`src/rtl/axi_stream_pl2ps.sv`:
```
// PL-to-PS sample framer: free-running 32-bit samples -> FIFO -> fixed-length AXI4-Stream packets.
// Optional macro AXI_STREAM_PL2PS_OVF_CNT_EN adds a saturating 16-bit dropped-sample counter (OVF_COUNT).
module axi_stream_pl2ps #(
  parameter int FRAME_LEN  = 256,
  parameter int FIFO_DEPTH = 16
) (
  input  logic        ACLK,
  input  logic        ARESETN,
  input  logic        ENABLE,
  input  logic [31:0] SAMPLE_DATA,
  input  logic        SAMPLE_VALID,
  input  logic        OVF_CLR,
  output logic        M_AXIS_TVALID,
  output logic [31:0] M_AXIS_TDATA,
  output logic        M_AXIS_TLAST,
  input  logic        M_AXIS_TREADY,
  output logic        BUSY,
  output logic        OVERFLOW,
`ifdef AXI_STREAM_PL2PS_OVF_CNT_EN
  output logic [15:0] OVF_COUNT,
`endif
  output logic [1:0]  dbg_state
);

  localparam int PTR_W = $clog2(FIFO_DEPTH);
  localparam int CNT_W = $clog2(FRAME_LEN);
  localparam logic [CNT_W-1:0] LAST_BEAT = CNT_W'(FRAME_LEN - 1);
  localparam logic [PTR_W:0]   FULL_CNT  = (PTR_W + 1)'(FIFO_DEPTH);

  typedef enum logic [1:0] {
    ST_IDLE  = 2'd0,
    ST_RUN   = 2'd1,
    ST_DRAIN = 2'd2
  } state_e;

  state_e           state_q, state_d;
  logic [CNT_W-1:0] frame_cnt_q, frame_cnt_d;
  logic [PTR_W-1:0] wr_ptr_q, wr_ptr_d;
  logic [PTR_W-1:0] rd_ptr_q, rd_ptr_d;
  logic [PTR_W:0]   count_q, count_d;
  logic             overflow_q, overflow_d;
  logic [32:0]      mem_q [FIFO_DEPTH];

  logic             wr_allowed;
  logic             wr_en;
  logic             rd_en;
  logic             drop;
  logic             wr_last;
  logic             full;
  logic [32:0]      head;

  // Handshake: a beat transfers on any edge where M_AXIS_TVALID and M_AXIS_TREADY are both high;
  // TVALID, TDATA and TLAST never change while TVALID is high and TREADY is low.
  assign full    = (count_q == FULL_CNT);
  assign rd_en   = (count_q != '0) && M_AXIS_TREADY;
  assign wr_last = (frame_cnt_q == LAST_BEAT);
  assign wr_en   = wr_allowed && SAMPLE_VALID && (!full || rd_en);
  assign drop    = wr_allowed && SAMPLE_VALID && full && !rd_en;
  assign head    = mem_q[rd_ptr_q];

  // FSM state register
  always_ff @(posedge ACLK or negedge ARESETN) begin
    if (!ARESETN) state_q <= ST_IDLE;
    else          state_q <= state_d;
  end

  // FSM next state
  always_comb begin
    state_d = state_q;
    unique case (state_q)
      ST_IDLE:  if (ENABLE) state_d = ST_RUN;
      ST_RUN:   if (!ENABLE) state_d = ST_DRAIN;
      ST_DRAIN: begin
        // A drain entered on a frame boundary has nothing left to complete.
        if (ENABLE)                      state_d = ST_RUN;
        else if (frame_cnt_q == '0)      state_d = ST_IDLE;
        else if (wr_en && wr_last)       state_d = ST_IDLE;
      end
      default:  state_d = ST_IDLE;
    endcase
  end

  // FSM outputs
  always_comb begin
    wr_allowed = 1'b0;
    BUSY       = 1'b0;
    unique case (state_q)
      ST_IDLE:  begin wr_allowed = 1'b0;                 BUSY = 1'b0; end
      ST_RUN:   begin wr_allowed = 1'b1;                 BUSY = 1'b1; end
      ST_DRAIN: begin wr_allowed = (frame_cnt_q != '0);  BUSY = 1'b1; end
      default:  begin wr_allowed = 1'b0;                 BUSY = 1'b0; end
    endcase
  end

  always_comb begin
    frame_cnt_d = frame_cnt_q;
    if (state_q == ST_IDLE && ENABLE) frame_cnt_d = '0;
    else if (wr_en)                   frame_cnt_d = wr_last ? '0 : frame_cnt_q + 1'b1;
  end

  always_comb begin
    wr_ptr_d = wr_en ? wr_ptr_q + 1'b1 : wr_ptr_q;
    rd_ptr_d = rd_en ? rd_ptr_q + 1'b1 : rd_ptr_q;
    count_d  = count_q;
    unique case ({wr_en, rd_en})
      2'b10:   count_d = count_q + 1'b1;
      2'b01:   count_d = count_q - 1'b1;
      default: count_d = count_q;
    endcase
  end

  // A drop in the same cycle as a clear keeps the flag set.
  always_comb begin
    overflow_d = overflow_q;
    if (drop)         overflow_d = 1'b1;
    else if (OVF_CLR) overflow_d = 1'b0;
  end

  always_ff @(posedge ACLK or negedge ARESETN) begin
    if (!ARESETN) begin
      frame_cnt_q <= '0;
      wr_ptr_q    <= '0;
      rd_ptr_q    <= '0;
      count_q     <= '0;
      overflow_q  <= 1'b0;
    end else begin
      frame_cnt_q <= frame_cnt_d;
      wr_ptr_q    <= wr_ptr_d;
      rd_ptr_q    <= rd_ptr_d;
      count_q     <= count_d;
      overflow_q  <= overflow_d;
    end
  end

  // Storage needs no reset: entries are only observed once count covers them.
  always_ff @(posedge ACLK) begin
    if (wr_en) mem_q[wr_ptr_q] <= {wr_last, SAMPLE_DATA};
  end

`ifdef AXI_STREAM_PL2PS_OVF_CNT_EN
  logic [15:0] ovf_cnt_q, ovf_cnt_d;

  always_comb begin
    ovf_cnt_d = ovf_cnt_q;
    if (OVF_CLR)                          ovf_cnt_d = drop ? 16'd1 : 16'd0;
    else if (drop && ovf_cnt_q != 16'hFFFF) ovf_cnt_d = ovf_cnt_q + 16'd1;
  end

  always_ff @(posedge ACLK or negedge ARESETN) begin
    if (!ARESETN) ovf_cnt_q <= 16'd0;
    else          ovf_cnt_q <= ovf_cnt_d;
  end

  assign OVF_COUNT = ovf_cnt_q;
`endif

  assign M_AXIS_TVALID = (count_q != '0);
  assign M_AXIS_TDATA  = M_AXIS_TVALID ? head[31:0] : 32'd0;
  assign M_AXIS_TLAST  = M_AXIS_TVALID ? head[32]   : 1'b0;
  assign OVERFLOW      = overflow_q;
  assign dbg_state     = state_q;

endmodule

```
`config.mk`:
```
export PLATFORM = sky130hd
export DESIGN_NAME = axi_stream_pl2ps
export DESIGN_NICKNAME = d
export VERILOG_FILES = /design/src/rtl/axi_stream_pl2ps.sv
export SDC_FILE = /design/constraint.sdc
export NUM_CORES = 1
export LEC_CHECK = 0
export CAP_MARGIN = 25
export CORE_MARGIN = 3
export CORE_UTILIZATION = 61
export DETAILED_ROUTE_END_ITERATION = 10
export PLACE_DENSITY = 0.77
export SETUP_SLACK_MARGIN = 0.4
export SLEW_MARGIN = 10
export SYNTH_ARGS = -nofsm -noshare
export SYNTH_HDL_FRONTEND = slang
export SYNTH_SLANG_ARGS = --single-unit
```
`constraint.sdc`:
```
create_clock -name ACLK -period 3.5 [get_ports ACLK]
set_input_delay 0.525 -clock ACLK [delete_from_list [all_inputs] [get_ports ACLK]]
set_output_delay 0.525 -clock ACLK [all_outputs]
set_load 0.02 [all_outputs]
```
==> qor.csv, run 1 <==
metric,value,unit
skew,0.0209,ns
antenna_cells,0,
core,0.0348,sq mm
overflow,0,
initial_core_util,62.3,%
cts_root_buf,clkbuf_16,
drt_iter0_drc,1294,
gp_congestion,0.788,
vias,11072,
place_ws,0.375,ns
fp.dieH,195,um
clkSlewWorstSetupHoldPaths,0.06,ns
timing.fmax,324,MHz
grt_pass1_wl,72000,um
leakagePower,8.48,nW
area_growth,18.6,%
routedWlPerCell,30.6,um
hpwl,24300,um
cts_sinks,552,
die_x,195,um
yosysTopAreaCell,edfxtp_1,
async_flop_share,4.35,%
seqCellArea,0.0165,sq mm
yosys-top-cells-count,"528 x edfxtp_1, 132 x mux4_2, 66 x mux2i_1, 34 x o22ai_1, 33 x clkbuf_1",
syn_nets,1054,
cp-end-kind,output port,
setup_viol,0,
post-synth-top-count-cell,edfxtp_1,
cts_tree,done,
synthesis.area,0.0217,sq mm
num_io_pins,76,
setup_ws,0.416,ns
hold_viol,0,
rows,68,
yosys_warnings,0,
cp_max_fo,18,
syn_area_per_cell,21.6,sq um
p_per_area,776,mW/mm^2
grtUsageTotal,25.7,%
fin_crit,3.08,ns
status,"finished, final reports clean",
critPathKind,reg -> out,
drc_errors,0,
irDropWorstVdd,625,uV
synthCells,1003,
rsz0062_at_grt,yes,
power,19.9,mW
synth_edf_count,528,
cts_buffers,53,
slew_headroom,44.5,%
arrival,2.56,ns
slew_viol_final,0,
port-buffer-count,75,
cts_max_path_buffers,3,
synth_area_leaders,"edfxtp_1 73%, mux4_2 14%, mux2i_1 3.0%",
cts_hold_buf,0,
cap_violations,0,
fillers,1899,
dieArea,0.0378,sq mm
ys_seq_elements,552,
critPathLaunchType,flop,
multi_input_area,0.00511,sq mm
final_nets,1216,
synth_cell_types,53,
grt_max_degree,38,
htree_num_levels,2,
period_share,88.1,%
tns,0,ns
ant_nets,0,
wl,50900,um
grt_pass1_vias,11222,
drive_above_1_share,31.0,%
synth-seq-area-share,75.9,%
synth_ff_type,edfxtp_1,
worstPathRequired,2.97,ns
yosys.area.top_type_share,73.1,%
antenna_found_initial,0,
tightest_slew,0.829,ns
insertion_delay,0.59,ns
hp-class,in -> async,
vias_per_cell,6.66,
drtPass1Iterations,5,
==> what timing repair did <==
action,in CTS,in global routing
gates resized for setup,146,41
endpoints found under the setup margin,34,29
cloned,2,4
buffers inserted,7,21
pin swaps,1,2
endpoints found under the hold margin,0,0
==> stage by stage <==
step | cell area (sq um) | hold slack, ns | std cells | util, %
final | 25700 | 0.431 | 1662 | 73.9
after global routing | 25700 | 0.489 | 1662 | 73.9
after CTS | 25300 | 0.443 | 1637 | 72.8
after detailed placement | 23400 | 0.531 | 1531 | 67.3
after global placement | 23400 | 0.523 | 1531 | 67.3
after floorplan | 21700 | 0.229 | 1003 | -
==> layer usage <==
layer | wire [um] | up-vias | track usage (%) | part of all wire (%)
li1 | - | 4582 | - | -
met1 | 19400 | 5758 | 35.5 | 38
met2 | 26400 | 631 | 43.7 | 52
met3 | 3880 | 101 | 4.19 | 7.6
met4 | 1220 | 0 | 7.18 | 2.4
met5 | 0 | - | 0 | 0
==> registers in the layout (all words and copies together), names as in the netlist <==
register and count:
dbg_state 2, rd_ptr_q 4, mem_q 528, frame_cnt_q 8, OVERFLOW 1, count_q 5, wr_ptr_q 4
==> cells by family (layout without fill, tap and decap cells) <==
logic type	count (synthesis)	count (layout)	synth area share [%]
buffers and inverters	65	269	1.26
AOI/OAI and AO/OA	73	73	2.34
xor gates and xnor gates	6	6	0.242
and+or+nand+nor	94	94	2.63
adders and majority gates	13	13	0.750
muxes	200	200	16.9
DFF	552	552	75.9
==> where the power goes <==
part           switching [mW]  leakage, nW  internal (mW)
Sequential              0.255         5.06           7.40
Combinational            3.34         2.61           3.40
Clock                    2.40        0.812           3.15
Total                    6.00         8.48           14.0
==> final cells by class <==
type / instances / share of cell area (%)
Sequential cell: 552 / 64.1
Multi-Input combinational cell: 386 / 19.9
Timing Repair Buffer: 164 / 7.15
Clock buffer: 69 / 5.52
Tap cell: 455 / 2.21
Clock inverter: 28 / 1.02
Inverter: 8 / 0.117
==> final timing paths <==
kind | from | endpoint | slack (ns) | depth (start not counted)
min in group ACLK | OVF_CLR | OVERFLOW$_DFFE_PN0P_ | 0.53 | 2
max in group asynchronous | ARESETN | count_q[1]$_DFFE_PN0P_ | 2.41 | 2
worst min-delay path | ARESETN | rd_ptr_q[1]$_DFFE_PN0P_ | 0.43 | 1
worst max register to register | count_q[3]$_DFFE_PN0P_ | count_q[4]$_DFFE_PN0P_ | 0.52 | 9
worst min register to register | OVERFLOW$_DFFE_PN0P_ | OVERFLOW$_DFFE_PN0P_ | 0.54 | 2
worst max-delay path | count_q[3]$_DFFE_PN0P_ | M_AXIS_TDATA[16] | 0.42 | 6
==> worst max-delay path, stage by stage, from the launching register on <==
cell             delay, ns
dfrtp_2               0.42
or4_4                 0.56
or2_4                 0.30
nand2_8               0.14
buf_12                0.17
o22ai_1               0.10
clkdlybuf4s15_2       0.28
==> layout by cell type, fill, tap and decap left out, types with 5 or more instances in the layout <==
cell type | netlist | final
buf_4 | 0 | 51
dfrtp_1 | 24 | 17
mux2i_1 | 66 | 56
clkinv_1 | 0 | 12
buf_16 | 0 | 6
nor2_1 | 7 | 7
mux2i_4 | 0 | 6
a31oi_1 | 5 | 5
nand3_1 | 11 | 11
xnor2_1 | 5 | 5
o21ai_1 | 5 | 6
nand4_1 | 8 | 8
clkdlybuf4s50_1 | 0 | 41
o22ai_1 | 34 | 32
buf_12 | 0 | 25
mux4_2 | 132 | 132
or4_1 | 6 | 6
ha_1 | 13 | 11
clkdlybuf4s15_2 | 0 | 7
nand2_1 | 15 | 14
buf_2 | 23 | 20
clkbuf_1 | 33 | 14
and2_2 | 0 | 12
clkbuf_16 | 0 | 58
edfxtp_1 | 528 | 528
inv_1 | 8 | 8
clkinv_2 | 0 | 7
Power figures use the tool's default switching activity.
==> run 2: changes to the inputs <==
REMOVE_ABC_BUFFERS = 1   (was unset)
clock period = 3.4 ns   (was 3.5 ns; I/O delays follow)
==> run 2 against run 1 <==
  * Flip-flop and latch count unchanged
  * Clock-buffer cell count is 3 lower
  * Total power rose by 13%
  * Worst hold slack got worse by 0.13 ns
  * Setup slack got worse by 0.10 ns
  * Largest cell class unchanged
==> qor.csv, run 2 (synthesis results as in run 1) <==
metric,value,unit
status,"finished, final reports clean",
pwr-share-comb,38.5,%
port-buffer-count,75,
antenna_found_initial,0,
cp_top_family,multiplexers,
area_growth,21.7,%
r2r_slack,0.58,ns
cp_max_fo,7,
worstPathRequired,2.89,ns
critPathKind,reg -> out,
final_common_cell,edfxtp_1,
crit_path_start,rd_ptr_q[0]$_DFFE_PN0P_,
hold_viol,0,
timing.fmax,324,MHz
critical_path.endpoint,M_AXIS_TDATA[3],
vias_per_cell,6.80,
pwr-share-clk,26.6,%
htree_num_levels,2,
setup_viol,0,
drtPass1Iterations,5,
p_int,15.4,mW
drive_above_1_share,35.8,%
p_sw_share,31.3,%
vias,11260,
hpwl,23000,um
grt_max_degree,46,
largest_register_ffs,528,
cts_hold_buf,0,
power,22.5,mW
grt_pass1_vias,11747,
cts_root_buf,clkbuf_16,
fp.dieH,195,um
grt_pass1_wl,77100,um
cts_buffers,53,
dpl_cell_area,0.0234,sq mm
p_per_area,852,mW/mm^2
top_register,mem_q,
gp_congestion,0.798,
antenna_cells,0,
wl,54400,um
utilization,75.8,%
critPathLaunchType,flop,
reg2reg_to,count_q[4]$_DFFE_PN0P_,
slew_headroom,52.0,%
rows,68,
initial_core_util,62.3,%
arrival,2.58,ns
overflow,0,
tns,0,ns
irDropWorstVdd,740,uV
cts_sinks,552,
slew_viol_final,0,
cts_max_path_buffers,3,
cp_cell_sequence,buf_12 -> buf_16 -> buf_4 -> mux4_2 -> mux2i_4 -> o22ai_4 -> buf_6,
ant_nets,0,
final_area,0.0264,sq mm
cap_violations,0,
critPathMaxStageDelay,0.49,ns
setup_ws,0.314,ns
seqPwrFrac,34.9,%
grtUsageTotal,27.9,%
final_cell_mix,"528 x edfxtp_1, 132 x mux4_2, 56 x clkbuf_16",
final_nets,1209,
dieArea,0.0378,sq mm
num_io_pins,76,
p_switching,7.04,mW
final_cells,1656,
cp-end-kind,output port,
hp-class,in -> async,
cts_tree,done,
holdWs,0.301,ns
drc_errors,0,
leakagePower,8.61,nW
period_share,90.8,%
reg_top3,"mem_q (528), frame_cnt_q (8), count_q (5)",
routedWlPerCell,32.9,um
insertion_delay,0.60,ns
cp_num_buf_inv,4,
tightest_slew,0.718,ns
reg2reg_depth,10,
place_ws,0.369,ns
r2r-start,count_q[0]$_DFFE_PN0P_,
crit_slowest_cell,dfrtp_4,
clkSlewWorstSetupHoldPaths,0.06,ns
drt_iter0_drc,1303,
die_x,195,um
skew,0.0274,ns
dp.cells,1518,
critical_path_depth,7,
rsz0062_at_grt,yes,
fin_crit,3.09,ns
core,0.0348,sq mm
[run 2: cell count changes in the layout (fill, tap and decap cells not counted), moves of 18 or more]
cell     previous run  this run
buf_6               4        35
mux2i_2             4        23
mux2i_1            56        33
buf_2              20         1
o22ai_4             1        19
o22ai_1            32         3
[run 2: worst reg2reg max path: stages (launching register included)]
cell and delay [ns]:
dfrtp_2 0.40, or4_4 0.53, buf_4 0.14, buf_4 0.14
o21ai_2 0.30, o21ai_1 0.15, nand2_1 0.09, ha_2 0.24
nand3_1 0.09, or4_1 0.42, a221oi_2 0.24
[run 2: layout make-up]
class                           count  area (sq um)
Clock inverter                     32           344
Inverter                            8          30.0
Tap cell                          455           569
Clock buffer                       66          1400
Sequential cell                   552         16500
Timing Repair Buffer              157          2010
Multi-Input combinational cell    386          5570
Fill cell                        1741          8410
[run 2: worst min path at each step]
| stage | start | to | slack (ns) | cells past startpoint |
|---|---|---|---|---|
| finish | ARESETN | count_q[3]$_DFFE_PN0P_ | 0.30 | 1 |
| global route | ARESETN | count_q[2]$_DFFE_PN0P_ | 0.32 | 1 |
| CTS | ARESETN | wr_ptr_q[0]$_DFFE_PN0P_ | 0.29 | 1 |
| detailed placement | rd_ptr_q[2]$_DFFE_PN0P_ | rd_ptr_q[2]$_DFFE_PN0P_ | 0.52 | 1 |
| global placement | rd_ptr_q[2]$_DFFE_PN0P_ | rd_ptr_q[2]$_DFFE_PN0P_ | 0.52 | 1 |
| floorplan | ARESETN | OVERFLOW$_DFFE_PN0P_ | 0.21 | 0 |
[run 2: power groups by stage]
stage | sequential [mW] | combinational [mW] | clock (mW)
floorplan | 8.45 | 3.38 | 0
global placement | 8.04 | 5.86 | 0
detailed placement | 8.05 | 5.93 | 0
CTS | 7.87 | 7.60 | 5.95
global route | 7.87 | 9.04 | 6.26
finish | 7.85 | 8.66 | 5.97
[run 2: what timing repair did]
item,in CTS,in global routing
cloned,10,2
setup endpoints to repair,34,50
pin swaps,13,12
gates resized for setup,249,74
endpoints found under the hold margin,0,0
buffers inserted,17,11
[run 2: metal layers]
metal	up-vias	GRT usage (%)	wire length, um
li1	4570	-	-
met1	5889	38.3	19800
met2	677	45.4	27900
met3	124	5.98	4800
met4	0	9.57	1960
met5	-	0	0
==> run 3: changes to the inputs <==
RECOVER_POWER = 100   (was unset)
==> run 3 against run 2 <==
  * Total power fell by 0.11%
  * Global-route usage did not move
  * Combinational power fell by 0.5%
==> qor.csv, run 3 (synthesis results as in run 1) <==
metric,value,unit
fin_crit,3.17,ns
tightest_slew,0.816,ns
fp.dieH,195,um
cp_max_fo,33,
critPathKind,reg -> reg,
dp.cells,1518,
timing.fmax,315,MHz
drc_errors,0,
tns,0,ns
cts_max_path_buffers,3,
p_switching,7.04,mW
gp_congestion,0.798,
grt_max_degree,46,
final_common_cell,edfxtp_1,
critPathMaxStageDelay,0.65,ns
drtPass1Iterations,5,
pwr-share-clk,26.7,%
pwr-share-comb,38.4,%
wl,54600,um
cts_buffers,53,
rows,68,
reg2reg_depth,8,
grtUsageTotal,27.9,%
vias_per_cell,6.83,
status,"finished, final reports clean",
period_share,93.2,%
antenna_found_initial,1,
holdWs,0.366,ns
num_io_pins,76,
antenna_cells,0,
slew_headroom,45.6,%
cts_sinks,552,
dpl_cell_area,0.0234,sq mm
final_area,0.0262,sq mm
cts_root_buf,clkbuf_16,
overflow,0,
p_sw_share,31.4,%
p_per_area,856,mW/mm^2
routedWlPerCell,33.0,um
core,0.0348,sq mm
rsz0062_at_grt,yes,
clkSlewWorstSetupHoldPaths,0.06,ns
drive_above_1_share,34.9,%
worstPathRequired,3.61,ns
crit_slowest_cell,nor4b_1,
die_x,195,um
setup_viol,0,
area_growth,21.0,%
hpwl,23000,um
dieArea,0.0378,sq mm
skew,0.0325,ns
irDropWorstVdd,741,uV
htree_num_levels,2,
leakagePower,8.57,nW
hold_viol,0,
grt_pass1_vias,11747,
ant_nets,0,
final_nets,1209,
drt_iter0_drc,1341,
critPathLaunchType,flop,
seqPwrFrac,35.0,%
final_cell_mix,"528 x edfxtp_1, 132 x mux4_2, 56 x clkbuf_16",
vias,11305,
cts_tree,done,
initial_core_util,62.3,%
cp_cell_sequence,inv_1 -> ha_1 -> o211a_1 -> o21ai_2 -> buf_4 -> nor4b_1 -> and2_2 -> clkbuf_4,
top_register,mem_q,
hp-class,in -> async,
cap_violations,0,
arrival,3.38,ns
power,22.5,mW
port-buffer-count,75,
reg_top3,"mem_q (528), frame_cnt_q (8), count_q (5)",
final_cells,1656,
slew_viol_final,0,
fillers,1769,
crit_path_start,dbg_state[0]$_DFFE_PN0P_,
grt_pass1_wl,77100,um
cp-end-kind,flop,
p_int,15.4,mW
r2r-start,dbg_state[0]$_DFFE_PN0P_,
largest_register_ffs,528,
insertion_delay,0.60,ns
## run 3: changes by cell type in the layout (fill, tap and decap cells not counted), sizes merged
cell / delta
clkdlybuf4s50: -37
dlygate4sd3: +37
clkbuf: +18
buf: -18
## run 3: worst max-delay path: cells and delay by family (launching register included)
kind                       cells  cell delay [ns]
AOI/OAI and AO/OA              2             0.29
adders and majority gates      1             0.30
buffers and inverters          3             0.85
DFF                            1             0.43
and+or+nand+nor                2             0.91
## run 3: power by group through the flow
stage / clock [mW] / combinational, mW / sequential, mW
floorplan: 0 / 3.38 / 8.45
global placement: 0 / 5.86 / 8.04
detailed placement: 0 / 5.93 / 8.05
CTS: 5.95 / 7.60 / 7.87
global route: 6.26 / 9.01 / 7.86
finish: 5.98 / 8.62 / 7.85
## run 3: area by class of cell
cell class	count	area, sq um	area share [%]
Inverter	8	30.0	0.115
Clock buffer	66	1400	5.32
Timing Repair Buffer	157	1870	7.12
Multi-Input combinational cell	386	5540	21.1
Sequential cell	552	16500	62.8
Clock inverter	32	344	1.31
Tap cell	455	569	2.17
## run 3: worst paths after layout
| check | slack [ns] | endpoint |
|---|---|---|
| hold / removal | 0.37 | count_q[3]$_DFFE_PN0P_ |
| setup / recovery | 0.23 | mem_q[10][28]$_DFFE_PP_ |
| max in group asynchronous | 1.85 | dbg_state[0]$_DFFE_PN0P_ |
| setup reg to reg | 0.23 | mem_q[10][28]$_DFFE_PP_ |
| min in group ACLK | 0.51 | OVERFLOW$_DFFE_PN0P_ |
| hold reg to reg | 0.54 | OVERFLOW$_DFFE_PN0P_ |
## run 3: what timing repair did
item / 4_1_cts / 5_1_grt
pin swaps: 13 / 12
gates cloned: 10 / 2
gates resized for setup: 249 / 74
setup buffers: 17 / 11
endpoints found under the setup margin: 34 / 50
hold buffers: 0 / 0
## run 3: per-layer routing
metal	GRT usage, %	part of all wire (%)	vias up
met5	0	0	-
met2	45.4	51	665
met4	9.57	3.6	0
met3	5.98	8.9	121
met1	38.3	36	5952
li1	-	-	4567
## run 3: metrics by stage
step                setup slack, ns  utilization [%]
detailed placement            0.369             67.1
global placement              0.399             67.1
finish                        0.230             75.4
global route                  0.118             75.4
CTS                           0.298             74.4
floorplan                     -3.39                -
==> RTL change 1: new RTL, flow settings as in run 2 <==
Compare `count_q` against `FULL_CNT` with >= in place of ==.
--- a/src/rtl/axi_stream_pl2ps.sv
+++ b/src/rtl/axi_stream_pl2ps.sv
@@ -53,3 +53,3 @@
   // TVALID, TDATA and TLAST never change while TVALID is high and TREADY is low.
-  assign full    = (count_q == FULL_CNT);
+  assign full    = (count_q >= FULL_CNT);
   assign rd_en   = (count_q != '0) && M_AXIS_TREADY;
Formal check against the unedited RTL: same outputs for any inputs over 4 cycles, from zero or initial values and one cycle with ARESETN low; that may be too few to reach the edited logic, so the function may still have changed.
==> RTL change 1 against run 2 <==
Sequential cell count unchanged. Total power fell by 4.5%. Sequential power fell by 0.6%. Cell area down 1.4%. Via count fell by 3.2%. Global-route usage up 0.43 points. Count of clock-buffer cells in the layout rose by 3. Worst setup slack got worse by 310 ps. Synthesized area down 0.31%. Routed wire length fell by 3.2%.
==> RTL change 1: results (changes against run 2) <==
[outcome]
outcome = finished clean  ; unchanged

[grt]
grt_pass1_wl_mm = 77.3  ; was 77.1 mm
grtUsageMet2_pct = 45.8  ; was 45.4%
grt_usage_pct = 28.3  ; was 27.9%
grt_max_degree = 38  ; was 46
grt_pass1_vias = 11400  ; was 11700
antenna_found_initial = 2  ; was 0
globalRouteMet3Util_pct = 4.95  ; was 5.98%
use_met1_pct = 40.1  ; was 38.3%

[critical_path]
endpoint = M_AXIS_TDATA[22]  ; was M_AXIS_TDATA[3]
reg2reg_slack_ps = 490  ; was 580 ps
r2r-start = dbg_state[0]  ; was count_q[0]
r2r.worst_path.cells = 8  ; was 10
arrival_ps = 2890  ; was 2580 ps
reg2reg_to = mem_q[4][28]  ; was count_q[4]

[timing]
slew-limit-headroom_pct = 44.4  ; was 52.0%
clock_skew_ps = 24.9  ; was 27.4 ps

[place]
dp.final_hpwl_mm = 24.5  ; was 23.0 mm
place_congestion = 0.808  ; was 0.798
post-place-cells = 1477  ; was 1518

[drt]
viasPerCell = 6.79  ; was 6.80
wire_per_inst_um = 32.8  ; was 32.9 um
first_iter_violations = 1461  ; was 1303
finalWirelength_mm = 52.7  ; was 54.4 mm

[logic_synthesis]
syn_inst = 934  ; was 1003
seq_area_frac_synth_pct = 76.2  ; was 75.9%
synth.distinct_cells = 52  ; was 53
synth.area.top_cells = edfxtp_1, mux4_2, dfrtp_1, and2_1, ha_1  ; was edfxtp_1, mux4_2, mux2i_1, dfrtp_1, o22ai_1
synthTopCellsByCount = edfxtp_1, mux4_2, and2_1  ; was edfxtp_1, mux4_2, mux2i_1

[layout]
nets = 1160  ; was 1209
drive_above_1_share_pct = 37.1  ; was 35.8%

[clock_tree]
cts-root-buf = clkbuf_16  ; unchanged
cts_made_buffers = 53  ; unchanged
clkLatencyLatePin_ps = 580  ; was 600 ps

[power_and_ir_drop]
vdd_drop_max_v = 0.000508  ; was 0.000740 V
leakagePower_nw = 8.56  ; was 8.61 nW

## RTL change 1: worst min-delay path by stage
stage	startpoint	end	slack [ps]	depth (start not counted)
2_1_floorplan	ARESETN	OVERFLOW	210	0
3_3_place_gp	count_q[0]	count_q[0]	500	1
3_5_place_dp	rd_ptr_q[2]	rd_ptr_q[2]	520	1
4_1_cts	ARESETN	count_q[0]	440	1
5_1_grt	ARESETN	wr_ptr_q[1]	470	1
6_report	ARESETN	wr_ptr_q[1]	410	1
## RTL change 1: repair_timing
item | CTS | global route
resized for setup | 205 | 66
gates cloned | 11 | 1
setup buffers | 18 | 1
setup endpoints to repair | 115 | 257
pin swaps | 0 | 1
## RTL change 1: final cells by class
class	count	area (sq um)
Multi-Input combinational cell	325	4990
Fill cell	1736	8710
Clock inverter	27	234
Tap cell	455	569
Clock buffer	69	1460
Inverter	13	53.8
Timing Repair Buffer	163	2230
Sequential cell	552	16500
## RTL change 1: worst max-delay path, stage by stage (launching register included)
cell and delay [ps]:
dfrtp_4 520, buf_12 140, buf_12 140, buf_12 140, buf_12 130, mux4_2 440
mux4_2 490, and2_4 180, buf_6 120
## RTL change 1: metrics by stage
step	instance area, sq um	hold slack [ps]	worst slack (ps)	TNS (ps)
detailed placement	23500	516	252	0
finish	26000	411	3.97	0
global route	26000	474	-46.8	-173
CTS	25800	437	9.66	0
floorplan	21400	214	-3590	-128010
global placement	23500	505	269	0
## RTL change 1: report_power, final
part	leakage [nW]	internal, mW	switching [mW]
Sequential	5.04	7.59	0.209
Combinational	2.70	4.53	3.31
Clock	0.820	3.32	2.49
## RTL change 1: logic make-up (layout without fill, tap and decap cells)
group	after synthesis	after routing	synth area share (%)
muxes	168	168	17.4
buffers and inverters	57	272	1.34
DFF	552	552	76.2
AOI/OAI and AO/OA	28	28	0.950
and+or+nand+nor	102	102	2.84
xor gates and xnor gates	13	13	0.527
adders and majority gates	14	14	0.811
## RTL change 1: layer usage
| layer | routed length [um] | up-vias |
|---|---|---|
| met3 | 4840 | 126 |
| met5 | 22 | - |
| li1 | - | 4300 |
| met4 | 1740 | 4 |
| met1 | 19300 | 5729 |
| met2 | 26800 | 738 |
==> RTL change 2: new RTL, config.mk and constraints of run 2 <==
Made on the original files. Build with the macro `AXI_STREAM_PL2PS_OVF_CNT_EN` defined.
--- a/src/rtl/axi_stream_pl2ps.sv
+++ b/src/rtl/axi_stream_pl2ps.sv
@@ -2,2 +2,4 @@
 // Optional macro AXI_STREAM_PL2PS_OVF_CNT_EN adds a saturating 16-bit dropped-sample counter (OVF_COUNT).
+`define AXI_STREAM_PL2PS_OVF_CNT_EN
+
 module axi_stream_pl2ps #(
Function (old outputs only; new: OVF_COUNT): kept (equiv_simple and equiv_induct, registers matched by name and starting in step).
==> RTL change 2 against run 2 <==
Count of clock-buffer cells in the layout increased by 4. Via count increased by 1.0%. Clock power increased by 3%. Cell area increased by 2.0%. Total power decreased by 5.0%. Combinational power decreased by 17%. Routed wire length decreased by 2.0%. Worst setup slack got worse by 300 ps. Sequential cell count increased by 16. Global-route usage increased by 0.31 points. Synthesized area increased by 3.3%. Critical endpoint is now M_AXIS_TDATA[27]. Largest power group is now registers. Highest routed layer is now met5.
==> RTL change 2: results (changes against run 2) <==
[drt]
drt_first_pass_iters = 5  ; unchanged
routed.top_layer = met5  ; was met4
wl_met2_mm = 26.8  ; was 27.9 mm
wl_met1_mm = 19.5  ; was 19.8 mm
first_iter_violations = 1301  ; was 1303
dr_wl_met3_mm = 4.86  ; was 4.80 mm
viasPerCell = 6.63  ; was 6.80
finalWirelength_mm = 53.3  ; was 54.4 mm

[grt]
grtUsageMet2_pct = 46.3  ; was 45.4%
grt_max_degree = 41  ; was 46
grt_usage_pct = 28.2  ; was 27.9%
grt_pass1_wl_mm = 78.6  ; was 77.1 mm
use_met1_pct = 37.9  ; was 38.3%
antenna_found_initial = 4  ; was 0
grt_pass1_vias = 11900  ; was 11700
globalRouteMet3Util_pct = 6.24  ; was 5.98%

[place]
pre_cts_ws_ps = 253  ; was 369 ps
place_congestion = 0.768  ; was 0.798
post-place-cells = 1574  ; was 1518
placed_cell_area_sq_um = 24300  ; was 23400 sq um
dp.final_hpwl_mm = 25.3  ; was 23.0 mm
port_buffers = 91  ; was 75

[clock_tree]
clkLatencyLatePin_ps = 590
clkTransAtPathRegs_ps = 60  ; about the same
cts_setup_buffers = 20  ; was 17
cts_resized = 161  ; was 249
cts_made_buffers = 56  ; was 53
htreeDepth = 2  ; unchanged
cts-root-buf = clkbuf_16  ; unchanged
clock_path_buffers = 3  ; unchanged

[layout]
fin_cells = 1716  ; was 1656
largest-register = mem_q  ; unchanged
drive_above_1_share_pct = 32.5  ; was 35.8%
largest_register_ffs = 528  ; unchanged
nets = 1262  ; was 1209

[power_and_ir_drop]
vdd_drop_max_v = 0.000416  ; was 0.000740 V
leakagePower_nw = 8.88  ; was 8.61 nW

[timing]
layout_min_cycle_time_ps = 3390  ; was 3090 ps
slew-limit-headroom_pct = 52.9  ; was 52.0%
hold_ws_ps = 331  ; was 301 ps
clock_skew_ps = 22.8  ; was 27.4 ps

[logic_synthesis]
synth.area.top_cells = edfxtp_1, mux4_2, dfrtp_1, nor2b_1, ha_1  ; was edfxtp_1, mux4_2, mux2i_1, dfrtp_1, o22ai_1
synth.distinct_cells = 51  ; was 53
yosysWarnings = 0  ; unchanged
seq_area_frac_synth_pct = 75.3  ; was 75.9%
avgSynthCellArea_sq_um = 21.8  ; was 21.6 sq um
synthTopCellsByCount = edfxtp_1, mux4_2, dfrtp_1  ; was edfxtp_1, mux4_2, mux2i_1
synth_edf_count = 528  ; unchanged
async_flop_share_pct = 7.04  ; was 4.35%

[outcome]
outcome = finished clean  ; unchanged

[critical_path]
cp_slowest_cell = mux4_2  ; was dfrtp_4
cp_max_fo = 6  ; was 7
cpPeakStageDelay_ps = 510  ; was 490 ps
arrival_ps = 2880  ; was 2580 ps
reg2reg_slack_ps = 590

[run]
cap_viol_max_count = 0  ; unchanged

[min_path]
min_path_type = input port to asynchronous set/reset pin  ; unchanged

## RTL change 2: changes by cell type in the layout (fill, tap and decap cells not counted), sizes merged, moves of 15 or more
cell / change
mux4: +33
o22ai: -33
clkdlybuf4s50: +15
mux2i: -63
dfrtp: +16
nor2b: +35
## RTL change 2: power by group
part | switching, mW | leakage [nW] | internal [mW]
clock network | 2.60 | 0.886 | 3.56
registers | 0.222 | 5.27 | 7.80
logic | 3.17 | 2.72 | 4.02
total | 5.99 | 8.88 | 15.4
## RTL change 2: path summary, 6_finish.rpt
kind,startpoint,to,depth (start not counted)
worst max-delay path,rd_ptr_q[0],M_AXIS_TDATA[27],7
worst min-delay path,ARESETN,OVF_COUNT[10],2
worst max register to register,dbg_state[1],mem_q[7][20],9
worst min register to register,count_q[3],count_q[3],1
max in group asynchronous,ARESETN,rd_ptr_q[0],3
min in group ACLK,count_q[3],count_q[3],1
## RTL change 2: worst max-delay path: cells and delay by family (launching register included)
| kind | cells | cell delay [ps] |
|---|---|---|
| mux | 2 | 950 |
| buf+inv | 4 | 690 |
| flops | 1 | 490 |
| simple gates | 1 | 160 |
## RTL change 2: area by class of cell
cell class,instances,area [sq um]
Inverter,18,67.6
Antenna cell,1,2.50
Multi-Input combinational cell,391,5420
Fill cell,1874,8920
Timing Repair Buffer,173,2160
Clock buffer,70,1490
Clock inverter,34,333
Tap cell,461,577
Sequential cell,568,16900
## RTL change 2: kinds of logic after synthesis
family / synth area share (%)
flip-flops: 75.3
AO/OA/AOI/OAI: 1.63
multiplexers: 16.8
AND/OR/NAND/NOR: 3.57
adder cells (fa/ha/maj): 0.928
buffers and inverters: 1.18
XOR/XNOR: 0.548
